--- config.mk ---
export PLATFORM = sky130hd
export DESIGN_NAME = adaptive_rtpg
export DESIGN_NICKNAME = d
export VERILOG_FILES = /design/src/rtl/rtpg_pkg.sv /design/src/rtl/rtpg_lfsr.sv /design/src/rtl/adaptive_rtpg.sv
export SDC_FILE = /design/constraint.sdc
export NUM_CORES = 1
export LEC_CHECK = 0
export CAP_MARGIN = 40
export CORE_UTILIZATION = 40
export CTS_CLUSTER_DIAMETER = 120
export DETAILED_ROUTE_END_ITERATION = 16
export SLEW_MARGIN = 20
export SYNTH_ARGS = -nofsm -noshare
export SYNTH_HDL_FRONTEND = slang
export SYNTH_SLANG_ARGS = --single-unit
--- constraint.sdc ---
create_clock -name clk -period 7.72 [get_ports clk]
set_input_delay 1.544 -clock clk [delete_from_list [all_inputs] [get_ports clk]]
set_output_delay 1.544 -clock clk [all_outputs]
set_load 0.01 [all_outputs]
--- src/rtl/rtpg_pkg.sv ---
// Shared types and helpers for the adaptive random test-pattern generator.
// The FSM state enum, the population count and the width helpers used to size counters.
package rtpg_pkg;

    typedef enum logic [2:0] {
        IDLE  = 3'd0,
        GEN   = 3'd1,
        ISSUE = 3'd2,
        WAIT  = 3'd3,
        EVAL  = 3'd4,
        DONE  = 3'd5
    } rtpgState_t;

    // Bits needed to hold any value from 0 up to and including maxVal.
    function automatic int countWidth(input int maxVal);
        return $clog2(maxVal + 1);
    endfunction

    function automatic int unsigned popcount(input logic [63:0] v);
        int unsigned n;
        n = 0;
        for (int i = 0; i < 64; i++) begin
            n = n + 32'(v[i]);
        end
        return n;
    endfunction

endpackage

--- src/rtl/rtpg_lfsr.sv ---
// Galois LFSR (right-shifting) that produces candidate test vectors.
// Zero is never reachable: a zero seed is replaced by 1 on load.
module rtpg_lfsr #(
    parameter int               VEC_W = 6,
    parameter logic [VEC_W-1:0] TAPS  = VEC_W'(6'h30)
)(
    input  logic             clk,
    input  logic             rst,
    input  logic             load,
    input  logic             step,
    input  logic [VEC_W-1:0] seed,
    output logic [VEC_W-1:0] nextState
);

    logic [VEC_W-1:0] lfsrState;

    assign nextState = (lfsrState >> 1) ^ (lfsrState[0] ? TAPS : '0);

    always_ff @(posedge clk or posedge rst) begin
        if (rst) begin
            lfsrState <= VEC_W'(1);
        end else if (load) begin
            lfsrState <= (seed == '0) ? VEC_W'(1) : seed;
        end else if (step) begin
            lfsrState <= nextState;
        end
    end

endmodule

--- src/rtl/adaptive_rtpg.sv ---
// Adaptive random test-pattern generator: offers LFSR vectors to a fault engine, filters them
// against an adaptive expected-detection threshold and accumulates fault coverage.
module adaptive_rtpg
    import rtpg_pkg::*;
#(
    parameter int               VEC_W      = 6,
    parameter int               NUM_FAULTS = 16,
    parameter int               INIT_EXP   = 5,
    parameter int               UT_LIMIT   = 13,
    parameter int               COV_PCT    = 95,
    parameter logic [VEC_W-1:0] TAPS       = VEC_W'(6'h30),
    localparam int              CNT_W      = countWidth(UT_LIMIT)
)(
    input  logic                  clk,
    input  logic                  rst,
    input  logic                  start,
    input  logic [VEC_W-1:0]      seed,
    output logic                  vec_valid,
    input  logic                  vec_ready,
    output logic [VEC_W-1:0]      vec_out,
    input  logic                  resp_valid,
    input  logic [NUM_FAULTS-1:0] resp_map,
    output logic                  acc_valid,
    output logic [VEC_W-1:0]      acc_vec,
    output logic [CNT_W-1:0]      acc_idx,
    output logic                  busy,
    output logic                  done,
    output logic [6:0]            coverage,
    output logic [CNT_W-1:0]      tried
);

    localparam int CW = countWidth(NUM_FAULTS);

    rtpgState_t            state, stateNext;
    logic                  startHit;
    logic                  lfsrLoad, lfsrStep;
    logic [VEC_W-1:0]      lfsrNext;
    logic [NUM_FAULTS-1:0] covMap, respLatch, covMapNext;
    logic [CW-1:0]         expCnt, expNext, detCnt, newCnt;
    logic [CW:0]           expSum;
    logic                  accept, finish;
    logic [6:0]            covPctNew, covPctEval;

    assign startHit = start && ((state == IDLE) || (state == DONE));
    assign lfsrLoad = startHit;
    assign lfsrStep = (state == GEN);

    rtpg_lfsr #(
        .VEC_W (VEC_W),
        .TAPS  (TAPS)
    ) uLfsr (
        .clk       (clk),
        .rst       (rst),
        .load      (lfsrLoad),
        .step      (lfsrStep),
        .seed      (seed),
        .nextState (lfsrNext)
    );

    always_ff @(posedge clk or posedge rst) begin
        if (rst) begin
            state <= IDLE;
        end else begin
            state <= stateNext;
        end
    end

    always_comb begin
        stateNext = state;
        case (state)
            IDLE:    if (start) stateNext = GEN;
            GEN:     stateNext = ISSUE;
            ISSUE:   if (vec_ready) stateNext = WAIT;
            WAIT:    if (resp_valid) stateNext = EVAL;
            EVAL:    stateNext = finish ? DONE : GEN;
            DONE:    if (start) stateNext = GEN;
            default: stateNext = IDLE;
        endcase
    end

    always_comb begin
        vec_valid = (state == ISSUE);
        busy      = (state == GEN) || (state == ISSUE) || (state == WAIT) || (state == EVAL);
        done      = (state == DONE);
    end

    // The threshold is updated first and the vector is judged against the updated value.
    always_comb begin
        detCnt     = CW'(popcount(64'(respLatch)));
        newCnt     = CW'(popcount(64'(respLatch & ~covMap)));
        expSum     = {1'b0, detCnt} + {1'b0, expCnt};
        expNext    = (detCnt < expCnt) ? (expCnt >> 1) : expSum[CW:1];
        accept     = (detCnt >= expNext) && (newCnt != '0);
        covMapNext = covMap | respLatch;
        covPctNew  = 7'((100 * popcount(64'(covMapNext))) / NUM_FAULTS);
        covPctEval = accept ? covPctNew : coverage;
        finish     = (covPctEval >= 7'(COV_PCT)) || (tried == CNT_W'(UT_LIMIT));
    end

    always_ff @(posedge clk or posedge rst) begin
        if (rst) begin
            expCnt    <= CW'(INIT_EXP);
            covMap    <= '0;
            respLatch <= '0;
            coverage  <= '0;
            tried     <= '0;
            vec_out   <= '0;
            acc_valid <= 1'b0;
            acc_vec   <= '0;
            acc_idx   <= '0;
        end else begin
            acc_valid <= 1'b0;
            case (state)
                IDLE, DONE: begin
                    if (start) begin
                        expCnt   <= CW'(INIT_EXP);
                        covMap   <= '0;
                        coverage <= '0;
                        tried    <= '0;
                    end
                end
                GEN: begin
                    vec_out <= lfsrNext;
                    tried   <= tried + 1'b1;
                end
                WAIT: begin
                    if (resp_valid) begin
                        respLatch <= resp_map;
                    end
                end
                EVAL: begin
                    expCnt <= expNext;
                    if (accept) begin
                        covMap    <= covMapNext;
                        coverage  <= covPctNew;
                        acc_valid <= 1'b1;
                        acc_vec   <= vec_out;
                        acc_idx   <= tried;
                    end
                end
                default: begin
                end
            endcase
        end
    end

endmodule

==> impl_metrics.ini, run 1 <==
[outcome]
status = complete, no violations

[clock_tree]
cts-resized-gates = 0
worstSkewPairLatency_ns = 0.34
clock-root-buffer = clkbuf_16
numClockSinks = 74
cts_max_path_buffers = 2
cts.clk_slew.worst_paths_ns = 0.06
cts_tree = done
post_cts_buffers = 0
cts_buffers = 9
cts_hold_buf = 0
cts_htree_levels = 3

[synthesis]
synth_area_leader_cell = dfrtp_1
ys_ff_latch = 74
avgSynthCellArea_um2 = 10.5
syn_inst = 477
async_reset_ff_frac = 1.00
synth_area_um2 = 5020
synth_top_area_share = 0.354
synth-edff-count = 0
synth-seq-area-share = 0.370
synth_fp_nets = 580
synth.area.top_cells = dfrtp_1, fa_1, ha_1
synth_top_flop_cell = dfrtp_1
ys_types = 51
synth_warnings = 0

[die]
die-area_um2 = 13000
ioPinCount = 58
die_w_um = 114
start_util = 0.414
core_area_um2 = 12100
rows = 40
chipHeight_um = 114

[setup_path]
crit_slowest_cell = fa_1
critical_path.cell_chain = inv_1 -> fa_1 -> fa_1 -> fa_1 -> fa_1 -> inv_1 -> ha_1 -> fa_1 -> xor2_1 -> ha_1 -> a21o_1 -> a31oi_1 -> o21ai_0 -> a31o_2 -> or2_2 -> ha_1 -> a21o_1 -> a31oi_1 -> or3_1 -> buf_8 -> mux2_2
start_kind = flop
path_class = reg -> reg
crit_fanout = 11
crit_path_end_kind = flop
critPathRequiredTime_ns = 7.95
cp_slowest_stage_delay_ns = 0.57
arrival_ns = 6.94
path_common_cell = fa_1

[sta]
hold_slack_ns = 0.487
maxSlewViolCount = 0
fin_crit_ns = 6.72
rsz0062_at_grt = false
report.final.hold_viol_count = 0
tightest_slew_ns = 0.723
finalSetupViolations = 0
period_share = 0.870
totalNegativeSetupSlack_ns = 0
relSlewSlack = 0.516
fmax_mhz = 149
fin_worst_skew_ns = 0.00900

[placed_design]
dp_hpwl_um = 8260
gp_congestion = 0.897
numPortBuffers = 57

[detailed_routing]
drt-initial-drc-count = 184
vias = 3505
drt_wl_total_um = 10600
drt-vias-per-instance = 4.95
detail_route.drc_violations = 0
dr.pass1.iters = 4
ant_nets = 0
wl_per_cell_um = 15.0

[layout]
final_common_cell = dfrtp_1
synthToLayoutAreaGrowth_pct = 21.5
finish.net_count = 638
num_antenna_cells = 0
final_core_util = 0.503
final_cell_mix = dfrtp_1, inv_1, clkdlybuf4s50_1
drive_gt1_frac = 0.139

[grt]
antenna_found_initial = 0
grt_max_degree = 44
grt_overflow = 0
grt.total_usage = 0.185
grt_pass1_vias = 3655
grt_first_pass_wirelength_um = 18400

[flow_run]
cap_violations = 0

[hold_path]
hold_class = reg -> reg
cells in the mapped netlist, types with 6 or more instances:
cell type,instances
mux2_2,21
o21ai_0,16
nor2b_1,6
inv_1,61
xnor2_1,9
nand3_1,6
ha_1,44
mux2i_1,9
nand2b_1,10
a21o_1,6
a21boi_0,13
or2_2,17
a21oi_1,12
clkbuf_1,9
mux2_4,6
fa_1,32
a31oi_1,9
dfrtp_1,71
nand2_1,46
nor2_1,20
worst max-delay path, delay by kind of cell, from the launching register on:
kind	cells	cell delay [ns]
flops	1	0.36
xor+xnor	1	0.26
fa+ha+maj	8	3.19
buf+inv	3	0.36
compound gates	6	1.28
simple gates	2	0.79
mux	1	0.34
flip-flops by register name (all words and copies together) (netlist names):
register / cells
covMap: 16
respLatch: 16
coverage: 7
acc_vec: 6
uLfsr.lfsrState: 6
vec_out: 6
expCnt: 5
acc_idx: 4
tried: 4
state: 3
acc_valid: 1
final cells by class:
cell class | instances | area (um2)
Timing Repair Buffer | 63 | 643
Clock inverter | 4 | 50.0
Multi-Input combinational cell | 325 | 2850
Sequential cell | 74 | 1860
Clock buffer | 12 | 256
Inverter | 62 | 233
Fill cell | 1135 | 6020
Tap cell | 168 | 210
metal layers:
metal | routed length [um] | global-route usage | vias up
li1 | - | - | 1693
met5 | 0 | 0 | -
met3 | 238 | 0.0340 | 18
met1 | 5010 | 0.241 | 1750
met4 | 231 | 0.0788 | 0
met2 | 5130 | 0.303 | 44
cell families (layout without fill, tap and decap cells):
| family | after synthesis | in the layout | share of synthesized area |
|---|---|---|---|
| flops | 74 | 74 | 0.370 |
| buf+inv | 78 | 141 | 0.0638 |
| fa+ha+maj | 76 | 76 | 0.237 |
| mux | 36 | 36 | 0.0830 |
| compound gates | 73 | 73 | 0.0950 |
| simple gates | 126 | 126 | 0.126 |
| xor+xnor | 14 | 14 | 0.0244 |
per-stage QoR:
| step | instance area (um2) | worst slack (ns) | cells |
|---|---|---|---|
| finish | 6090 | 1.00 | 708 |
| global route | 6090 | 0.555 | 708 |
| CTS | 6090 | 0.983 | 708 |
| detailed placement | 5790 | 1.05 | 692 |
| global placement | 5740 | 0.954 | 690 |
| floorplan | 5020 | 1.77 | 477 |
worst paths after layout:
| kind | startpoint | to | slack, ns | cells after the start |
|---|---|---|---|---|
| setup / recovery | respLatch[0] | acc_vec[1] | 1.00 | 21 |
| max in group asynchronous | rst | respLatch[5] | 5.53 | 4 |
| setup reg to reg | respLatch[0] | acc_vec[1] | 1.00 | 21 |
| min in group asynchronous | rst | acc_vec[5] | 1.62 | 3 |
| hold reg to reg | uLfsr.lfsrState[3] | vec_out[2] | 0.49 | 2 |
| hold / removal | uLfsr.lfsrState[3] | vec_out[2] | 0.49 | 2 |
Power of run 1 is left out: the tool's default activity adds up to more than one toggle a clock period on the data nets, which glitch-free logic cannot reach.
==> run 2: changes to the inputs <==
- SLEW_MARGIN: 20 -> 10
==> run 2 against run 1 <==
Cell area is 0.49% higher. First-iteration DRC count shrank 19%. Via count increased by 0.20%. Global-route usage grew 0.12 points. Utilization grew 0.25 points. Clock skew decreased by 0.0018 ns. Critical path depth unchanged. Non-clock buffer count rose by 1. Maximum frequency barely moved. Cell count is 0.14% higher. Sequential cell count did not move. Critical endpoint is now acc_vec[0]. Largest cell class unchanged.
==> impl_metrics.ini, run 2 (synthesis gave the netlist of run 1 again) <==
[layout]
synthToLayoutAreaGrowth_pct = 22.1
finish.net_count = 639
final_common_cell = dfrtp_1
finalNonFillerCells = 709
stdcell_area_um2 = 6120
num_antenna_cells = 0
top_regs = covMap (16), respLatch (16), coverage (7)
num-fill-cells = 1113
final_cell_mix = dfrtp_1, inv_1, clkdlybuf4s50_1
drive_gt1_frac = 0.137
final_core_util = 0.506

[setup_path]
crit_slowest_cell = fa_1
crit_fanout = 11
crit_buf_inv = 3
path_common_cell = fa_1
cp_slowest_stage_delay_ns = 0.57
start_kind = flop
path_class = reg -> reg
crit_path_end_kind = flop
critPathRequiredTime_ns = 7.96
critical_path.cell_chain = inv_1 -> fa_1 -> fa_1 -> fa_1 -> fa_1 -> inv_1 -> ha_1 -> fa_1 -> xor2_1 -> ha_1 -> a21o_1 -> a31oi_1 -> o21ai_0 -> a31o_2 -> or2_2 -> ha_1 -> a21o_1 -> a31oi_1 -> or3_1 -> buf_8 -> mux2_2
critPathTopFamily = adder cells
arrival_ns = 6.96

[placed_design]
placed_cells = 693
gp_congestion = 0.897
post_dp_cell_area_um2 = 5790
numPortBuffers = 57
dp_hpwl_um = 8270

[grt]
use_met2 = 0.312
grt_max_degree = 44
antenna_found_initial = 0
grt_pass1_vias = 3738
grt_first_pass_wirelength_um = 18400
grt_overflow = 0
grt_use_met1 = 0.236
use_met3 = 0.0356
busiest_layer = met2
grt.total_usage = 0.186

[sta]
maxSlewViolCount = 0
fin_worst_skew_ns = 0.00716
rsz0062_at_grt = false
tightest_slew_ns = 0.633
report.final.hold_viol_count = 0
finalSetupViolations = 0
fmax_mhz = 149
period_share = 0.871
totalNegativeSetupSlack_ns = 0
relSlewSlack = 0.576
fin_crit_ns = 6.72

[hold_path]
hold_class = reg -> reg

[clock_tree]
cts_htree_levels = 3
cts-resized-gates = 0
worstSkewPairLatency_ns = 0.35
clock-root-buffer = clkbuf_16
cts_tree = done
cts.clk_slew.worst_paths_ns = 0.06
post_cts_buffers = 0
numClockSinks = 74
cts_max_path_buffers = 2
cts_hold_buf = 0
cts_buffers = 9

[detailed_routing]
wl_per_cell_um = 15.3
drt-vias-per-instance = 4.95
drt-initial-drc-count = 149
drt_wl_total_um = 10900
detail_route.drc_violations = 0
ant_nets = 0
vias = 3512
dr.pass1.iters = 4

[die]
die-area_um2 = 13000
start_util = 0.414
chipHeight_um = 114
core_area_um2 = 12100
rows = 40
die_w_um = 114
ioPinCount = 58

[outcome]
status = complete, no violations

[flow_run]
cap_violations = 0
run 2: worst paths after layout:
| path | from | to | slack [ns] | cells past startpoint |
|---|---|---|---|---|
| max | respLatch[0] | acc_vec[0] | 1.0 | 21 |
| min | uLfsr.lfsrState[3] | vec_out[2] | 0.49 | 2 |
| max reg2reg | respLatch[0] | acc_vec[0] | 1.0 | 21 |
| min reg2reg | uLfsr.lfsrState[3] | vec_out[2] | 0.49 | 2 |
| max in group asynchronous | rst | covMap[0] | 5.53 | 4 |
| min in group asynchronous | rst | acc_vec[5] | 1.61 | 3 |
run 2: metal layers:
metal	part of all wire	wire (um)
met5	0	0
met4	0.024	260
met3	0.020	221
met2	0.50	5400
met1	0.46	5000
run 2: through the flow:
step / hold WS (ns) / setup slack (ns)
after global routing: 0.533 / 0.653
after floorplan: 0.458 / 1.77
after global placement: 0.486 / 0.954
after detailed placement: 0.480 / 1.08
after CTS: 0.496 / 0.997
final: 0.495 / 0.997
run 2: cell type report:
class	count	area, um2	area share
well taps	168	210	0.0343
clock buffers	11	233	0.0380
multi-input cells	325	2840	0.464
inverters	62	233	0.0380
clock inverters	5	104	0.0170
repair buffers	64	648	0.106
flip-flops and latches	74	1860	0.303
run 2: worst reg2reg max path: cells and delay by family (launching register included):
family	cells	cell delay, ns
simple gates	2	0.79
mux	1	0.35
fa+ha+maj	8	3.18
compound gates	6	1.33
buf+inv	3	0.35
xor+xnor	1	0.26
flops	1	0.35
Power of run 2 is left out for the same reason.
